## config.mk

```make
export PLATFORM = sky130hd
export DESIGN_NAME = c4_move_controller
export DESIGN_NICKNAME = d
export VERILOG_FILES = /design/src/rtl/connect4_pkg.sv /design/src/rtl/c4_drop_locator.sv /design/src/rtl/c4_move_controller.sv
export SDC_FILE = /design/constraint.sdc
export NUM_CORES = 1
export LEC_CHECK = 0
export CAP_MARGIN = 10
export CORE_MARGIN = 5
export CORE_UTILIZATION = 40
export CTS_CLUSTER_DIAMETER = 40
export DETAILED_ROUTE_END_ITERATION = 12
export PLACE_DENSITY_LB_ADDON = 0.08
export SLEW_MARGIN = 20
export SYNTH_ARGS = -nofsm -noshare
export SYNTH_HDL_FRONTEND = slang
export SYNTH_SLANG_ARGS = --single-unit
```

## constraint.sdc

```tcl
create_clock -name clk -period 3.95 [get_ports clk]
set_input_delay 0.79 -clock clk [delete_from_list [all_inputs] [get_ports clk]]
set_output_delay 0.79 -clock clk [all_outputs]
set_load 0.03 [all_outputs]
```

## src/rtl/connect4_pkg.sv

```systemverilog
// Shared Connect-4 board geometry, DetectWinner status encodings and move
// controller FSM states.
package connect4_pkg;

  localparam int ROWS       = 4;
  localparam int COLS       = 4;
  localparam int CELLS      = ROWS * COLS;
  localparam int CELL_W     = $clog2(CELLS);
  localparam int COL_W      = $clog2(COLS);
  localparam int COUNT_W    = $clog2(CELLS + 1);
  localparam int DETECT_LAT = 1;

  localparam logic [1:0] ST_PLAYING = 2'b00;
  localparam logic [1:0] ST_P1_WIN  = 2'b01;
  localparam logic [1:0] ST_P2_WIN  = 2'b10;
  localparam logic [1:0] ST_TIE     = 2'b11;

  localparam logic P1 = 1'b0;
  localparam logic P2 = 1'b1;

  typedef enum logic [1:0] {
    WAIT_MOVE,
    CHECK,
    GAME_OVER
  } state_t;

endpackage

```

## src/rtl/c4_drop_locator.sv

```systemverilog
// Gravity lookup: reports whether a column is full and, if not, the lowest
// empty cell in it. Out-of-range columns report full.
module c4_drop_locator
  import connect4_pkg::*;
(
  input  logic [CELLS-1:0]  game_board,
  input  logic [COL_W-1:0]  column,
  output logic              col_full,
  output logic [CELL_W-1:0] target
);

  // NOTE: every output gets a default before the loops, so no path can
  // leave one unassigned and infer a latch.
  always_comb begin
    col_full = 1'b1;
    target   = '0;
    for (int c = 0; c < COLS; c++) begin
      if (column == COL_W'(c)) begin
        col_full = game_board[(ROWS-1)*COLS + c];
        // Scan top-down so the last hit is the lowest empty row.
        for (int r = ROWS - 1; r >= 0; r--) begin
          if (!game_board[r*COLS + c]) target = CELL_W'(r*COLS + c);
        end
      end
    end
  end

endmodule

```

## src/rtl/c4_move_controller.sv

```systemverilog
// Owns the Connect-4 board, accepts column drops, alternates turns and
// latches the DetectWinner verdict after each placement.
module c4_move_controller
  import connect4_pkg::*;
#(
  parameter int DETECT_LAT_P = DETECT_LAT
) (
  input  logic               clk,
  input  logic               rst,
  input  logic               new_game,
  input  logic               move_valid,
  input  logic [COL_W-1:0]   move_col,
  output logic               move_ready,
  output logic               move_ack,
  output logic               move_err,
  output logic [CELLS-1:0]   game_board,
  output logic [CELLS-1:0]   player_cells,
  output logic               current_player,
  output logic [COUNT_W-1:0] move_count,
  input  logic [1:0]         game_status,
  output logic [1:0]         final_status,
  output logic               game_over
);

  localparam int WAIT_W = (DETECT_LAT_P > 1) ? $clog2(DETECT_LAT_P + 1) : 1;

  state_t               state_q, state_d;
  logic [CELLS-1:0]     board_q, board_d;
  logic [CELLS-1:0]     owner_q, owner_d;
  logic                 player_q, player_d;
  logic [COUNT_W-1:0]   count_q, count_d;
  logic [1:0]           final_q, final_d;
  logic                 ack_q, ack_d;
  logic                 err_q, err_d;
  logic [WAIT_W-1:0]    wait_q, wait_d;

  logic                 col_full;
  logic [CELL_W-1:0]    target;

  c4_drop_locator u_drop_locator (
    .game_board (board_q),
    .column     (move_col),
    .col_full   (col_full),
    .target     (target)
  );

  always_comb begin
    state_d  = state_q;
    board_d  = board_q;
    owner_d  = owner_q;
    player_d = player_q;
    count_d  = count_q;
    final_d  = final_q;
    wait_d   = wait_q;
    ack_d    = 1'b0;
    err_d    = 1'b0;

    if (new_game) begin
      state_d  = WAIT_MOVE;
      board_d  = '0;
      owner_d  = '0;
      player_d = P1;
      count_d  = '0;
      final_d  = ST_PLAYING;
      wait_d   = '0;
    end else begin
      unique case (state_q)
        WAIT_MOVE: begin
          if (move_valid) begin
            if (col_full) begin
              err_d = 1'b1;
            end else begin
              board_d[target] = 1'b1;
              owner_d[target] = player_q;
              count_d         = count_q + COUNT_W'(1);
              ack_d           = 1'b1;
              wait_d          = WAIT_W'(DETECT_LAT_P);
              state_d         = CHECK;
            end
          end
        end
        CHECK: begin
          if (wait_q != '0) begin
            wait_d = wait_q - WAIT_W'(1);
          end else begin
            unique case (game_status)
              ST_P1_WIN, ST_P2_WIN, ST_TIE: begin
                final_d = game_status;
                state_d = GAME_OVER;
              end
              ST_PLAYING: begin
                // A full board without a reported winner is still a tie.
                if (count_q == COUNT_W'(CELLS)) begin
                  final_d = ST_TIE;
                  state_d = GAME_OVER;
                end else begin
                  player_d = (player_q == P1) ? P2 : P1;
                  state_d  = WAIT_MOVE;
                end
              end
            endcase
          end
        end
        GAME_OVER: ;
        default: state_d = WAIT_MOVE;
      endcase
    end
  end

  // NOTE: sequential state uses non-blocking assignments only, so every
  // flop samples the pre-edge value of every other flop.
  always_ff @(posedge clk or posedge rst) begin
    if (rst) begin
      state_q  <= WAIT_MOVE;
      board_q  <= '0;
      owner_q  <= '0;
      player_q <= P1;
      count_q  <= '0;
      final_q  <= ST_PLAYING;
      ack_q    <= 1'b0;
      err_q    <= 1'b0;
      wait_q   <= '0;
    end else begin
      state_q  <= state_d;
      board_q  <= board_d;
      owner_q  <= owner_d;
      player_q <= player_d;
      count_q  <= count_d;
      final_q  <= final_d;
      ack_q    <= ack_d;
      err_q    <= err_d;
      wait_q   <= wait_d;
    end
  end

  assign move_ready     = (state_q == WAIT_MOVE);
  assign game_over      = (state_q == GAME_OVER);
  assign move_ack       = ack_q;
  assign move_err       = err_q;
  assign game_board     = board_q;
  assign player_cells   = owner_q;
  assign current_player = player_q;
  assign move_count     = count_q;
  assign final_status   = final_q;

endmodule
```

==> results of run 1 <==
## state kept, by name, summed over array words and instances (netlist names)
signal and cells:
current_player 1, final_status 2, game_board 16, move_ack 1, move_count 5, move_err 1, player_cells 16, state_q 2
wait_q 1
## routing by layer
metal	GRT usage (%)	part of all wire, %	vias to the layer above
li1	-	-	853
met1	24.5	50	840
met2	21.1	42	49
met3	4.08	5.7	13
met4	5.61	2.1	0
met5	0	0	-
## per-stage QoR
stage / utilization [%] / worst slack (ns) / area, sq um
CTS: 53.2 / 0.697 / 2910
global placement: 51.7 / 0.437 / 2830
floorplan: - / 1.13 / 2240
detailed placement: 51.7 / 0.414 / 2830
global route: 53.2 / 0.587 / 2910
finish: 53.2 / 0.693 / 2910
## synthesized netlist by cell type (3+ instances only)
library cell,instances,area share [%]
a21oi_1,18,4.0
and3b_1,3,1.2
clkbuf_1,10,1.7
dfrtp_1,45,50
inv_1,13,2.2
mux2i_1,16,7.1
nand2_1,9,1.5
nand2b_1,22,6.1
nand3_1,4,0.89
nand3b_1,3,1.0
nand4_1,7,2.0
nor2_1,11,1.8
nor2b_1,3,0.84
nor3_1,7,1.6
nor3b_1,5,1.7
nor4_1,3,0.84
o21ai_0,3,0.67
o21ba_2,6,2.7
## power by group through the flow
stage / clock (mW) / combinational (mW) / sequential [mW]
finish: 0.275 / 0.137 / 0.485
global route: 0.303 / 0.150 / 0.488
CTS: 0.285 / 0.138 / 0.485
detailed placement: 0 / 0.138 / 0.495
global placement: 0 / 0.138 / 0.495
floorplan: 0 / 0.0738 / 0.508
## cell type report
class | count | area [sq um] | area share, %
Clock buffer | 7 | 76.3 | 2.62
Timing Repair Buffer | 56 | 548 | 18.8
Inverter | 13 | 48.8 | 1.68
Multi-Input combinational cell | 145 | 1020 | 34.9
Sequential cell | 45 | 1130 | 38.7
Clock inverter | 1 | 7.51 | 0.258
Tap cell | 72 | 90.1 | 3.09
## path summary, 6_finish.rpt
path / from / end / slack, ns / depth (start not counted)
worst max register to register: game_board[15] / player_cells[4] / 1.44 / 5
max in group asynchronous: rst / player_cells[5] / 2.61 / 3
min in group asynchronous: rst / final_status[0] / 0.95 / 3
worst min register to register: player_cells[15] / player_cells[15] / 0.54 / 2
worst min-delay path: player_cells[15] / player_cells[15] / 0.54 / 2
worst max-delay path: move_col[1] / player_cells[4] / 0.69 / 6
## critical path, cell delays in order
cell and delay [ns]:
clkdlybuf4s50_1 0.65, mux4_2 0.61, or3_4 0.42, or4_4 0.54
nor3b_2 0.23, mux2i_1 0.22
## kinds of logic (layout without fill, tap and decap cells)
group                      Yosys count  in the layout  share of synthesized area [%]
buffers and inverters               26             77                           4.80
muxes                               17             17                           8.15
xor gates and xnor gates             4              4                           1.56
adders and majority gates            2              2                           1.12
AOI/OAI and AO/OA                   34             34                           10.2
and+or+nand+nor                     88             88                           24.0
DFF                                 45             45                           50.2
==> flow_summary.toml, run 1 <==
[global_route]
grt_pass1_wl_um = 9160
antenna_found_initial = 0
grt_pass1_vias = 1747
overflow = 0
grt_max_degree = 47
grt_usage_pct = 15.9

[power_and_ir_drop]
power_switching_mw = 0.244
max-vdd-ir-drop_uv = 150
leakage_nw = 1.23
p_per_area_mw_per_mm2 = 308
switching_share_pct = 27.2
seq_power_share_pct = 54.1
power_mw = 0.898
internal_power_mw = 0.653
pwr-share-clk_pct = 30.7
p_comb_share_pct = 15.3

[synth]
synth-edff-count = 0
syn_nets = 226
ys_seq_area_share_pct = 50.2
postSynthCellCount = 216
synth_warnings = 0
synthArstFlopShare_pct = 100
syn_area_sq_mm = 0.00224
synth_area_per_cell_sq_um = 10.4
synth_flop_cell = "dfrtp_1"
synth_cell_type_count = 39
ys_ff_latch = 45

[place]
gp_congestion = 0.799
hpwl_um = 3860
dp_cells = 331
numPortBuffers = 51

[die]
die_w_um = 84.9
ios = 52
initial_utilization_pct = 41.0
die_y_um = 84.9
rows = 27
dieArea_sq_mm = 0.00720
core_sq_mm = 0.00547

[drt]
drt_iter0_drc = 155
dr_total_vias = 1755
wl_per_cell_um = 16.3
firstDrtPassIters = 4
post-route-drc-count = 0
drt-total-wl_um = 5520
ant_nets = 0
viasPerCell = 5.18

[clock_network]
cts_buffer_depth = 2
clk_latency_ns = 0.29
cts-htree-levels = 2
cts.clk_slew.worst_paths_ns = 0.08
cts_buffers = 5
cts_setup_buffers = 0
cts_sinks = 45
cts_tree = "yes"
cts_root_buf = "clkbuf_8"
post_cts_resized = 0
ctsHoldBuffers = 0

[timing]
slew_viol_final = 0
rsz0062_at_grt = "no"
fin_crit_ns = 3.26
skew_ns = 0.00723
worst_slew_pin_slew_ns = 0.739
fin_crit_sh_pct = 82.4
setup-tns-final_ns = 0
fmax_mhz = 307
finalHoldViolCount = 0
whs_ns = 0.544
setup_viol = 0
relSlewSlack_pct = 50.2

[finish]
area_growth_pct = 29.9
final_common_cell = "clkdlybuf4s50_1"
drive_gt1_share_pct = 8.61
n_antenna_cell = 0
final_net_count = 276
fin_cells = 339
n_fill_cell = 528
layout_common_cells = "51 x clkdlybuf4s50_1, 45 x dfrtp_1, 22 x nand2b_1"

[worst_hold_path]
worstHoldPathType = "flop to flop"

[setup_path]
crit_fanout = 10
endpoint_kind = "flop"
cp-start-kind = "primary input"
worstPathArrival_ns = 3.47
required_ns = 4.16
crit_type = "primary input to flop"

[run_status]
status = "finished, final reports clean"

[run]
maxCapViolations = 0
No activity file was read; power rests on OpenSTA's default activity.
==> run 2: changes to the inputs <==
clock period = 2.9 ns   (was 3.95 ns; I/O delays follow)
==> run 2 against run 1 <==
Against the previous run:
- sequential share of layout area decreased by 1.7 points
- register-to-register slack worse by 0.95 ns
- critical path depth is the same
- critical path type unchanged
- largest cell class unchanged
==> flow_summary.toml, run 2 (synthesis results as in run 1) <==
[run_status]
status = "finished, final reports clean"

[setup_path]
required_ns = 3.11
crit_fanout = 2
worstPathArrival_ns = 2.99
endpoint_kind = "flop"
r2r_cells = 5
cp-start-kind = "primary input"
crit_type = "primary input to flop"

[power_and_ir_drop]
max-vdd-ir-drop_uv = 308
leakage_nw = 1.32
power_mw = 1.35
p_per_area_mw_per_mm2 = 443

[global_route]
grt_pass1_vias = 1781
overflow = 0
grt_max_degree = 46
antenna_found_initial = 0
grt_pass1_wl_um = 9540
grt_usage_pct = 16.5

[clock_network]
cts_buffer_depth = 2
ctsHoldBuffers = 0
cts_setup_buffers = 0
cts_tree = "yes"
cts_buffers = 5
cts_sinks = 45
post_cts_resized = 0
cts-htree-levels = 2
cts_root_buf = "clkbuf_8"
clk_latency_ns = 0.30
cts.clk_slew.worst_paths_ns = 0.08

[finish]
n_antenna_cell = 0
n_fill_cell = 512
post-route-util_pct = 55.6
layout_common_cells = "51 x clkdlybuf4s50_1, 45 x dfrtp_1, 22 x nand2b_1"
drive_gt1_share_pct = 13.2
area_growth_pct = 35.7
register_area_sq_mm = 0.00113
final_net_count = 289
final_common_cell = "clkdlybuf4s50_1"
multi_input_area_sq_mm = 0.00102

[die]
initial_utilization_pct = 41.0
rows = 27
die_y_um = 84.9
die_w_um = 84.9
core_sq_mm = 0.00547
ios = 52
dieArea_sq_mm = 0.00720

[timing]
finalHoldViolCount = 0
relSlewSlack_pct = 57.8
fmax_mhz = 360
setup_viol = 0
fin_crit_sh_pct = 95.7
slew_viol_final = 0
worst_slew_pin_slew_ns = 0.628
rsz0062_at_grt = "no"
skew_ns = 0.00722
fin_crit_ns = 2.77

[drt]
ant_nets = 0
dr_total_vias = 1765
post-route-drc-count = 0
drt_iter0_drc = 85
firstDrtPassIters = 4
drt-total-wl_um = 5560
viasPerCell = 5.01
wl_per_cell_um = 15.8

[worst_hold_path]
whs_path_depth = 2
worstHoldPathType = "flop to flop"

[place]
hpwl_um = 3970
gp_congestion = 0.757
numPortBuffers = 51

[run]
maxCapViolations = 0
## run 2: area by class of cell
cell class | instances | share of cell area, %
Clock buffer | 7 | 2.84
Clock inverter | 1 | 0.987
Inverter | 13 | 1.60
Multi-Input combinational cell | 145 | 33.4
Sequential cell | 45 | 37.0
Tap cell | 72 | 2.96
Timing Repair Buffer | 69 | 21.2
## run 2: critical path, cell delays in order
cell             delay (ns)
clkdlybuf4s50_1        0.51
mux4_2                 0.52
or3_4                  0.39
or4_4                  0.53
nor3b_2                0.23
mux2i_1                0.22
## run 2: final timing paths
path                       slack [ns]       startpoint              end
max                              0.13      move_col[1]  player_cells[4]
min                              0.54  player_cells[7]  player_cells[7]
max reg2reg                      0.49   game_board[12]  player_cells[4]
min reg2reg                      0.54  player_cells[7]  player_cells[7]
max in group asynchronous        1.78              rst   game_board[13]
min in group asynchronous        0.74              rst  final_status[0]
## run 2: through the flow
stage / instance area (sq um) / hold slack, ns / instances / TNS (ns) / setup slack [ns]
6_report: 3040 / 0.544 / 352 / 0 / 0.126
5_1_grt: 3040 / 0.581 / 352 / 0 / 0.0483
4_1_cts: 3040 / 0.551 / 352 / 0 / 0.111
2_1_floorplan: 2240 / 0.566 / 216 / 0 / 0.285
3_3_place_gp: 2930 / 0.529 / 344 / -0.552 / -0.152
3_5_place_dp: 2930 / 0.537 / 344 / -0.542 / -0.172
## run 2: report_power, final
part	leakage (nW)	switching, mW	internal, mW	total, mW
registers	0.623	0.0190	0.642	0.661
clock network	0.0585	0.211	0.281	0.492
logic	0.634	0.110	0.0855	0.196
total	1.32	0.340	1.01	1.35
## run 2: per-layer routing
| metal | track usage, % | share of wire [%] | vias up | wire length (um) |
|---|---|---|---|---|
| met3 | 4.08 | 6.0 | 4 | 335 |
| li1 | - | - | 880 | - |
| met1 | 25.9 | 51 | 831 | 2830 |
| met5 | 0 | 0 | - | 0 |
| met4 | 4.32 | 0.75 | 0 | 42 |
| met2 | 22.6 | 42 | 50 | 2360 |
==> run 3: changes to the inputs <==
CORE_MARGIN = not set   (was 5)
==> run 3 against run 2 <==
Against the previous run:
- maximum frequency down 1.2%
- global-route usage rose by 2.2 points
- clock power fell by 14%
- hold slack gained 0.0011 ns
- highest routed layer unchanged
==> flow_summary.toml, run 3 (synthesis results as in run 1) <==
[finish]
layout_common_cells = "51 x clkdlybuf4s50_1, 45 x dfrtp_1, 22 x nand2b_1"
final_net_count = 287
n_fill_cell = 465
n_antenna_cell = 0
drive_gt1_share_pct = 12.9
area_growth_pct = 34.3
final_common_cell = "clkdlybuf4s50_1"

[power_and_ir_drop]
power_mw = 1.28
leakage_nw = 1.30
p_per_area_mw_per_mm2 = 425
max-vdd-ir-drop_uv = 284
seq_power_share_pct = 51.6
internal_power_mw = 0.945
p_comb_share_pct = 15.5
switching_share_pct = 26.2
pwr-share-clk_pct = 32.9
power_switching_mw = 0.335

[global_route]
grt_usage_pct = 18.8
antenna_found_initial = 0
grt_pass1_wl_um = 8770
grt_max_degree = 46
overflow = 0
grt_pass1_vias = 1706

[clock_network]
cts.clk_slew.worst_paths_ns = 0.08
cts_root_buf = "clkbuf_8"
cts_setup_buffers = 0
post_cts_resized = 0
ctsHoldBuffers = 0
cts_tree = "yes"
cts-htree-levels = 2
clk_latency_ns = 0.29
cts_buffer_depth = 2
cts_sinks = 45
cts_buffers = 5

[place]
numPortBuffers = 51
hpwl_um = 3640
gp_congestion = 0.894
dp_slack_ns = -0.210

[timing]
finalHoldViolCount = 0
skew_ns = 0.00624
relSlewSlack_pct = 57.6
fin_crit_ns = 2.81
worst_slew_pin_slew_ns = 0.636
fmax_mhz = 356
postLayoutSetupSlackWorst_ns = 0.0910
setup_viol = 0
rsz0062_at_grt = "no"
slew_viol_final = 0
fin_crit_sh_pct = 96.9

[run_status]
status = "finished, final reports clean"

[drt]
drt_iter0_drc = 80
viasPerCell = 5.05
firstDrtPassIters = 4
drt-total-wl_um = 5100
post-route-drc-count = 0
dr_total_vias = 1756
wl_per_cell_um = 14.7
ant_nets = 0

[die]
core_sq_mm = 0.00524
die_w_um = 76.9
dieArea_sq_mm = 0.00591
die_y_um = 76.9
ios = 52
initial_utilization_pct = 42.8
rows = 26

[setup_path]
reg2reg_setup_slack_ns = 0.45
cp-start-kind = "primary input"
endpoint_kind = "flop"
worstPathArrival_ns = 3.02
crit_fanout = 2
required_ns = 3.12
cp-startpoint = "move_col[1]"
reg2reg_from = "game_board[15]"
crit_type = "primary input to flop"

[worst_hold_path]
worstHoldPathType = "flop to flop"
min_from = "player_cells[7]"

[run]
maxCapViolations = 0
[run 3: through the flow]
step	setup TNS, ns	cells	hold slack (ns)	cell area (sq um)	utilization (%)
after floorplan	0	216	0.566	2240	-
after global placement	-0.589	340	0.531	2910	55.5
after detailed placement	-0.837	340	0.536	2910	55.5
after CTS	0	348	0.550	3010	57.5
after global routing	0	348	0.561	3010	57.5
final	0	348	0.545	3010	57.5
[run 3: cell type report]
class / instances / area, sq um / share of cell area [%]
flip-flops and latches: 45 / 1130 / 37.4
repair buffers: 67 / 631 / 20.9
clock buffers: 7 / 96.3 / 3.20
inverters: 13 / 48.8 / 1.62
clock inverters: 1 / 5.00 / 0.166
well taps: 70 / 87.6 / 2.91
multi-input cells: 145 / 1020 / 33.7
[run 3: final timing paths]
| path | to | cells after the start |
|---|---|---|
| max reg2reg | player_cells[4] | 5 |
| min | player_cells[7] | 2 |
| max | player_cells[4] | 6 |
| min in group asynchronous | player_cells[13] | 3 |
| min reg2reg | player_cells[7] | 2 |
| max in group asynchronous | game_board[7] | 3 |
[run 3: power by group through the flow]
stage	Clock [mW]	Sequential, mW	Combinational [mW]
2_1_floorplan	0	0.692	0.100
3_3_place_gp	0	0.673	0.200
3_5_place_dp	0	0.673	0.200
4_1_cts	0.432	0.661	0.201
5_1_grt	0.458	0.664	0.218
6_report	0.421	0.661	0.199
[run 3: worst max-delay path: stages]
cell and delay, ns:
clkdlybuf4s50_1 0.52, mux4_2 0.53, or3_4 0.40, or4_4 0.54, nor3b_2 0.24, mux2i_1 0.20
[run 3: routing by layer]
metal / vias to the layer above / part of all wire, % / global-route usage (%) / wire length (um)
met5: - / 0 / 0 / 0
met4: 0 / 1.2 / 5.00 / 62
met3: 11 / 6.2 / 5.24 / 317
met2: 64 / 41 / 27.5 / 2120
met1: 810 / 51 / 27.0 / 2610
li1: 871 / - / - / -
